**config.mk**
```make
export PLATFORM = sky130hd
export DESIGN_NAME = ase_fifo_drain
export DESIGN_NICKNAME = d
export VERILOG_FILES = /design/src/rtl/ase_pkg.sv /design/src/rtl/ase_drain_buf.sv /design/src/rtl/ase_fifo_drain.sv
export SDC_FILE = /design/constraint.sdc
export NUM_CORES = 1
export LEC_CHECK = 0
export CAP_MARGIN = 0
export CORE_ASPECT_RATIO = 1.75
export CORE_MARGIN = 3
export CORE_UTILIZATION = 55
export CTS_CLUSTER_SIZE = 40
export DETAILED_ROUTE_END_ITERATION = 8
export PLACE_DENSITY = 0.94
export SLEW_MARGIN = 20
export SYNTH_ARGS = -nofsm -noshare
export SYNTH_HDL_FRONTEND = slang
export SYNTH_HIERARCHICAL = 1
export SYNTH_SLANG_ARGS = --single-unit
```
**constraint.sdc**
```tcl
create_clock -name clk -period 7.25 [get_ports clk]
set_clock_uncertainty 0.05 [all_clocks]
set_input_delay 1.8125 -clock clk [delete_from_list [all_inputs] [get_ports clk]]
set_output_delay 1.8125 -clock clk [all_outputs]
set_load 0.02 [all_outputs]
```
**src/rtl/ase_pkg.sv**
```systemverilog
// Shared constants for the ASE FIFO read-side blocks.
package ase_pkg;

  // Width of the drain adapter statistics counters.
  localparam int DRAIN_STAT_W = 32;

endpackage

```
**src/rtl/ase_drain_buf.sv**
```systemverilog
// ase_drain_buf: register-file output buffer for the ASE FIFO drain adapter.
// Each cycle it can take one push and one pop. The head word is read
// combinationally from the registers. Only the control state (pointers and
// occupancy) is reset; the storage is not.
module ase_drain_buf
  import ase_pkg::*;
#(
  parameter int DATA_WIDTH = 64,
  parameter int ADDR_W     = 2
) (
  input  logic                  clk,
  input  logic                  rst_n,
  input  logic                  push,
  input  logic [DATA_WIDTH-1:0] push_data,
  input  logic                  pop,
  output logic [DATA_WIDTH-1:0] head_data,
  output logic [ADDR_W:0]       occ
);

  localparam int DEPTH = 1 << ADDR_W;

  logic [DATA_WIDTH-1:0] mem [DEPTH];
  logic [ADDR_W-1:0]     wr_ptr;
  logic [ADDR_W-1:0]     rd_ptr;

  // Storage write: a pushed word lands at the write pointer.
  always_ff @(posedge clk) begin
    if (push) begin
      mem[wr_ptr] <= push_data;
    end
  end

  // Pointers wrap naturally at depth; occupancy tracks push minus pop.
  always_ff @(posedge clk or negedge rst_n) begin
    if (!rst_n) begin
      wr_ptr <= '0;
      rd_ptr <= '0;
      occ    <= '0;
    end else begin
      if (push) begin
        wr_ptr <= wr_ptr + 1'b1;
      end
      if (pop) begin
        rd_ptr <= rd_ptr + 1'b1;
      end
      case ({push, pop})
        2'b10:   occ <= occ + 1'b1;
        2'b01:   occ <= occ - 1'b1;
        default: occ <= occ;
      endcase
    end
  end

  assign head_data = mem[rd_ptr];

endmodule

```
**src/rtl/ase_fifo_drain.sv**
```systemverilog
// ase_fifo_drain: converts the ASE FIFO registered-read port into a
// valid/ready stream. Reads are issued ahead of demand against a credit of
// (buffer occupancy + read in flight), so a word is never lost under
// backpressure.
// Optional statistics counters are built when ASE_FIFO_DRAIN_STATS_EN is defined.
module ase_fifo_drain
  import ase_pkg::*;
#(
  parameter int DATA_WIDTH      = 64,
  parameter int BUF_DEPTH_BASE2 = 2
) (
  input  logic                    clk,
  input  logic                    rst_n,
  output logic                    fifo_rd_en,
  input  logic [DATA_WIDTH-1:0]   fifo_data,
  input  logic                    fifo_data_v,
  input  logic                    fifo_empty,
  output logic                    out_valid,
  output logic [DATA_WIDTH-1:0]   out_data,
  input  logic                    out_ready,
  output logic [BUF_DEPTH_BASE2:0] buf_count,
  output logic [DRAIN_STAT_W-1:0] stall_cnt,
  output logic [DRAIN_STAT_W-1:0] orphan_cnt
);

  localparam logic [BUF_DEPTH_BASE2+1:0] DEPTH_C =
    (BUF_DEPTH_BASE2+2)'(1 << BUF_DEPTH_BASE2);

  logic                         inflight;
  logic                         push;
  logic                         pop;
  logic [BUF_DEPTH_BASE2:0]     occ;
  logic [BUF_DEPTH_BASE2+1:0]   credit_used;

  // Credit uses registered state only, so out_ready never reaches fifo_rd_en.
  assign credit_used = {1'b0, occ} + {{(BUF_DEPTH_BASE2+1){1'b0}}, inflight};
  assign fifo_rd_en  = ~fifo_empty & (credit_used < DEPTH_C);

  // Data is accepted only when it answers a read issued last cycle.
  assign push      = fifo_data_v & inflight;
  assign out_valid = (occ != '0);
  assign pop       = out_valid & out_ready;
  assign buf_count = occ;

  // Read-in-flight tracker: mirrors the FIFO's one-cycle read latency.
  always_ff @(posedge clk or negedge rst_n) begin
    if (!rst_n) begin
      inflight <= 1'b0;
    end else begin
      inflight <= fifo_rd_en;
    end
  end

  ase_drain_buf #(
    .DATA_WIDTH (DATA_WIDTH),
    .ADDR_W     (BUF_DEPTH_BASE2)
  ) u_buf (
    .clk       (clk),
    .rst_n     (rst_n),
    .push      (push),
    .push_data (fifo_data),
    .pop       (pop),
    .head_data (out_data),
    .occ       (occ)
  );

`ifdef ASE_FIFO_DRAIN_STATS_EN
  logic orphan;
  assign orphan = fifo_data_v & ~inflight;

  // Saturating increment: holds at all-ones instead of wrapping.
  function automatic logic [DRAIN_STAT_W-1:0] sat_inc(input logic [DRAIN_STAT_W-1:0] v);
    return (&v) ? v : v + 1'b1;
  endfunction

  // Statistics: backpressure cycles and unsolicited FIFO data pulses.
  always_ff @(posedge clk or negedge rst_n) begin
    if (!rst_n) begin
      stall_cnt  <= '0;
      orphan_cnt <= '0;
    end else begin
      if (out_valid & ~out_ready) begin
        stall_cnt <= sat_inc(stall_cnt);
      end
      if (orphan) begin
        orphan_cnt <= sat_inc(orphan_cnt);
      end
    end
  end
`else
  assign stall_cnt  = '0;
  assign orphan_cnt = '0;
`endif

endmodule

```
==> impl_metrics.tcl <==
set metrics [dict create \
    status "complete, no violations" \
    cp.arrival_ns 3.30 \
    regToRegStartpoint "u_buf/occ[1]" \
    grt_max_degree 65 \
    fmax_ghz 0.194 \
    cts_root_buffer "clkbuf_16" \
    finalSetupTns_ns 0 \
    grt_pass1_wl_um 28000 \
    post-route-min-period_ns 5.16 \
    crit_buf_inv 2 \
    holdCritStartpoint "inflight" \
    die-width_um 109 \
    cts-resized-gates 0 \
    grt_pass1_vias 4959 \
    drv_cap 0 \
    crit_chain "clkdlybuf4s50_1, a311oi_1, clkdlybuf4s50_1" \
    critPathMostFrequentCell "clkdlybuf4s50_1" \
    netlist_area_um2 10100 \
    syn_to_final_growth_pct 20.3 \
    rsz0062_at_grt "no" \
    fin_cells 833 \
    r2r_cells 6 \
    cp.depth 3 \
    slew_violations 0 \
    holdCritPathClass "reg2reg" \
    fin_crit_sh_pct 71.2 \
    fin_nets 658 \
    rows 65 \
    cts_hold_buf 0 \
    hold_depth 1 \
    die_y_um 186 \
    track_usage_pct 18.6 \
    crit_path_end_kind "output pin" \
    critical-path-slowest-cell "clkdlybuf4s50_1" \
    numPortBuffers 137 \
    drc 0 \
    start_kind "primary input" \
    antenna_left 0 \
    hold_slack_ns 0.487 \
    drtPass1Iterations 6 \
    startpoint "fifo_empty" \
    drt_iter0_drc 252 \
    antenna_found_initial 1 \
    grt_overflow_total 0 \
    slew_headroom_pct 26.6 \
    tritoncts "yes" \
    post-cts-setup-buffers 0 \
    tightest_slew_ns 1.10 \
    dp_hpwl_um 11400 \
    synth_seq_cells 264 \
    antennaDiodeCount 0 \
    clk_transition_reported_paths_ns 0.07 \
    power_leakage_nw 4.03 \
    max-clock-path-buffers 3 \
    netlist_instances 435 \
    critPathMaxStageDelay_ns 0.70 \
    place.gp.congestion 0.718 \
    yosysWarnings 6 \
    yosysSeqAreaShare_pct 77.7 \
    cpLargestDelayFamily "buffers and inverters" \
    powerDensity_nw_per_um2 374 \
    wl_per_cell_um 22.1 \
    io-pin-count 202 \
    power_mw 4.57 \
    avgSynthCellArea_um2 23.3 \
    timing.final.hold_violations 0 \
    clk_latency_ns 0.49 \
    peakVddDrop_uv 316 \
    dieArea_um2 20200 \
    vias_per_cell 5.46 \
    critPathMaxFanout 2 \
    vias 4548 \
    cts-htree-levels 1 \
    cts_buffers 22 \
    dp_cells 793 \
    yosys.cell_types.count 21 \
    clock_sinks 264 \
    routed_wl_um 18400 \
    setup_viol 0 \
    start_util_pct 56.2 \
    drive_gt1_share_pct 17.9 \
    core_um2 18100 \
    crit_required_ns 5.39 \
    critPathKind "in2out" \
]
state kept, by name (all words and copies together) (netlist names):
| register | flops |
|---|---|
| u_buf/wr_ptr | 2 |
| inflight | 1 |
| u_buf/mem | 256 |
| u_buf/rd_ptr | 2 |
| u_buf/occ | 3 |
layout make-up:
| type | count | area (µm²) |
|---|---|---|
| sequential | 264 | 7890 |
| fill | 1113 | 5850 |
| multi-input combinational | 153 | 1910 |
| timing repair buffer | 139 | 1390 |
| clock buffer | 33 | 673 |
| tap | 234 | 293 |
| clock inverter | 7 | 38.8 |
| inverter | 3 | 11.3 |
cells in the mapped netlist:
| cell | instances | share of area, % |
|---|---|---|
| inv_1 | 3 | 0.11 |
| nor2_1 | 1 | 0.037 |
| conb_1 | 1 | 0.037 |
| ha_1 | 5 | 0.62 |
| buf_6 | 5 | 0.55 |
| clkbuf_1 | 1 | 0.037 |
| and2_1 | 5 | 0.31 |
| a311oi_1 | 1 | 0.086 |
| o21ai_0 | 1 | 0.049 |
| mux4_2 | 64 | 14 |
| o31a_2 | 1 | 0.099 |
| edfxtp_1 | 256 | 76 |
| xor2_1 | 3 | 0.26 |
| xnor2_1 | 3 | 0.26 |
| nand2_1 | 2 | 0.074 |
| buf_2 | 6 | 0.30 |
| buf_4 | 66 | 4.9 |
| dfrtp_1 | 8 | 2.0 |
| fa_1 | 1 | 0.20 |
| or3_1 | 1 | 0.062 |
| mux2_2 | 1 | 0.11 |
layer usage:
| layer | wire [µm] | GRT usage (%) | vias to the layer above | share of wire, % |
|---|---|---|---|---|
| met5 | 16 | 0 | - | 0.087 |
| met2 | 10400 | 33.5 | 201 | 57 |
| li1 | - | - | 1944 | - |
| met3 | 1200 | 3.44 | 39 | 6.5 |
| met1 | 6210 | 22.2 | 2362 | 34 |
| met4 | 578 | 6.88 | 2 | 3.1 |
layout by cell type (no fill, tap or decap), types with 2 or more instances in the layout:
master	instances
edfxtp_1	256
clkdlybuf4s50_1	137
conb_1	64
mux4_2	64
clkbuf_16	23
clkbuf_8	6
dfrtp_1	6
ha_1	5
clkbuf_1	4
and2_4	4
clkinv_1	3
inv_1	3
xor2_1	3
xnor2_1	3
clkinv_2	2
clkinv_4	2
nand2_1	2
buf_4	2
cell families after synthesis:
family | Yosys count | share of synthesized area, %
fa+ha+maj | 6 | 0.814
buf+inv | 81 | 5.88
compound gates | 3 | 0.234
other cells | 1 | 0.0370
mux | 65 | 14.3
simple gates | 9 | 0.481
xor+xnor | 6 | 0.518
flops | 264 | 77.7
stage by stage:
step	setup WS, ns	instance area [µm²]	util (%)
4_1_cts	2.03	12200	67.6
3_5_place_dp	2.09	11500	63.7
3_3_place_gp	2.24	11500	63.7
5_1_grt	1.86	12200	67.6
2_1_floorplan	2.97	10400	-
6_report	2.09	12200	67.6
power breakdown:
part           switching [mW]  total, mW  internal (mW)
clock network           0.496       1.14          0.644
logic                   0.684       1.45          0.763
registers               0.172       1.98           1.81
total                    1.35       4.57           3.22
worst paths after layout:
path | to | slack (ns)
min | inflight | 0.49
max reg2reg | u_buf/occ[2] | 5.15
max in group asynchronous | u_buf/rd_ptr[0] | 5.29
max | fifo_rd_en | 2.09
min reg2reg | inflight | 0.49
min in group asynchronous | u_buf/wr_ptr[0] | 1.55
No activity file was read; power rests on OpenSTA's default activity.
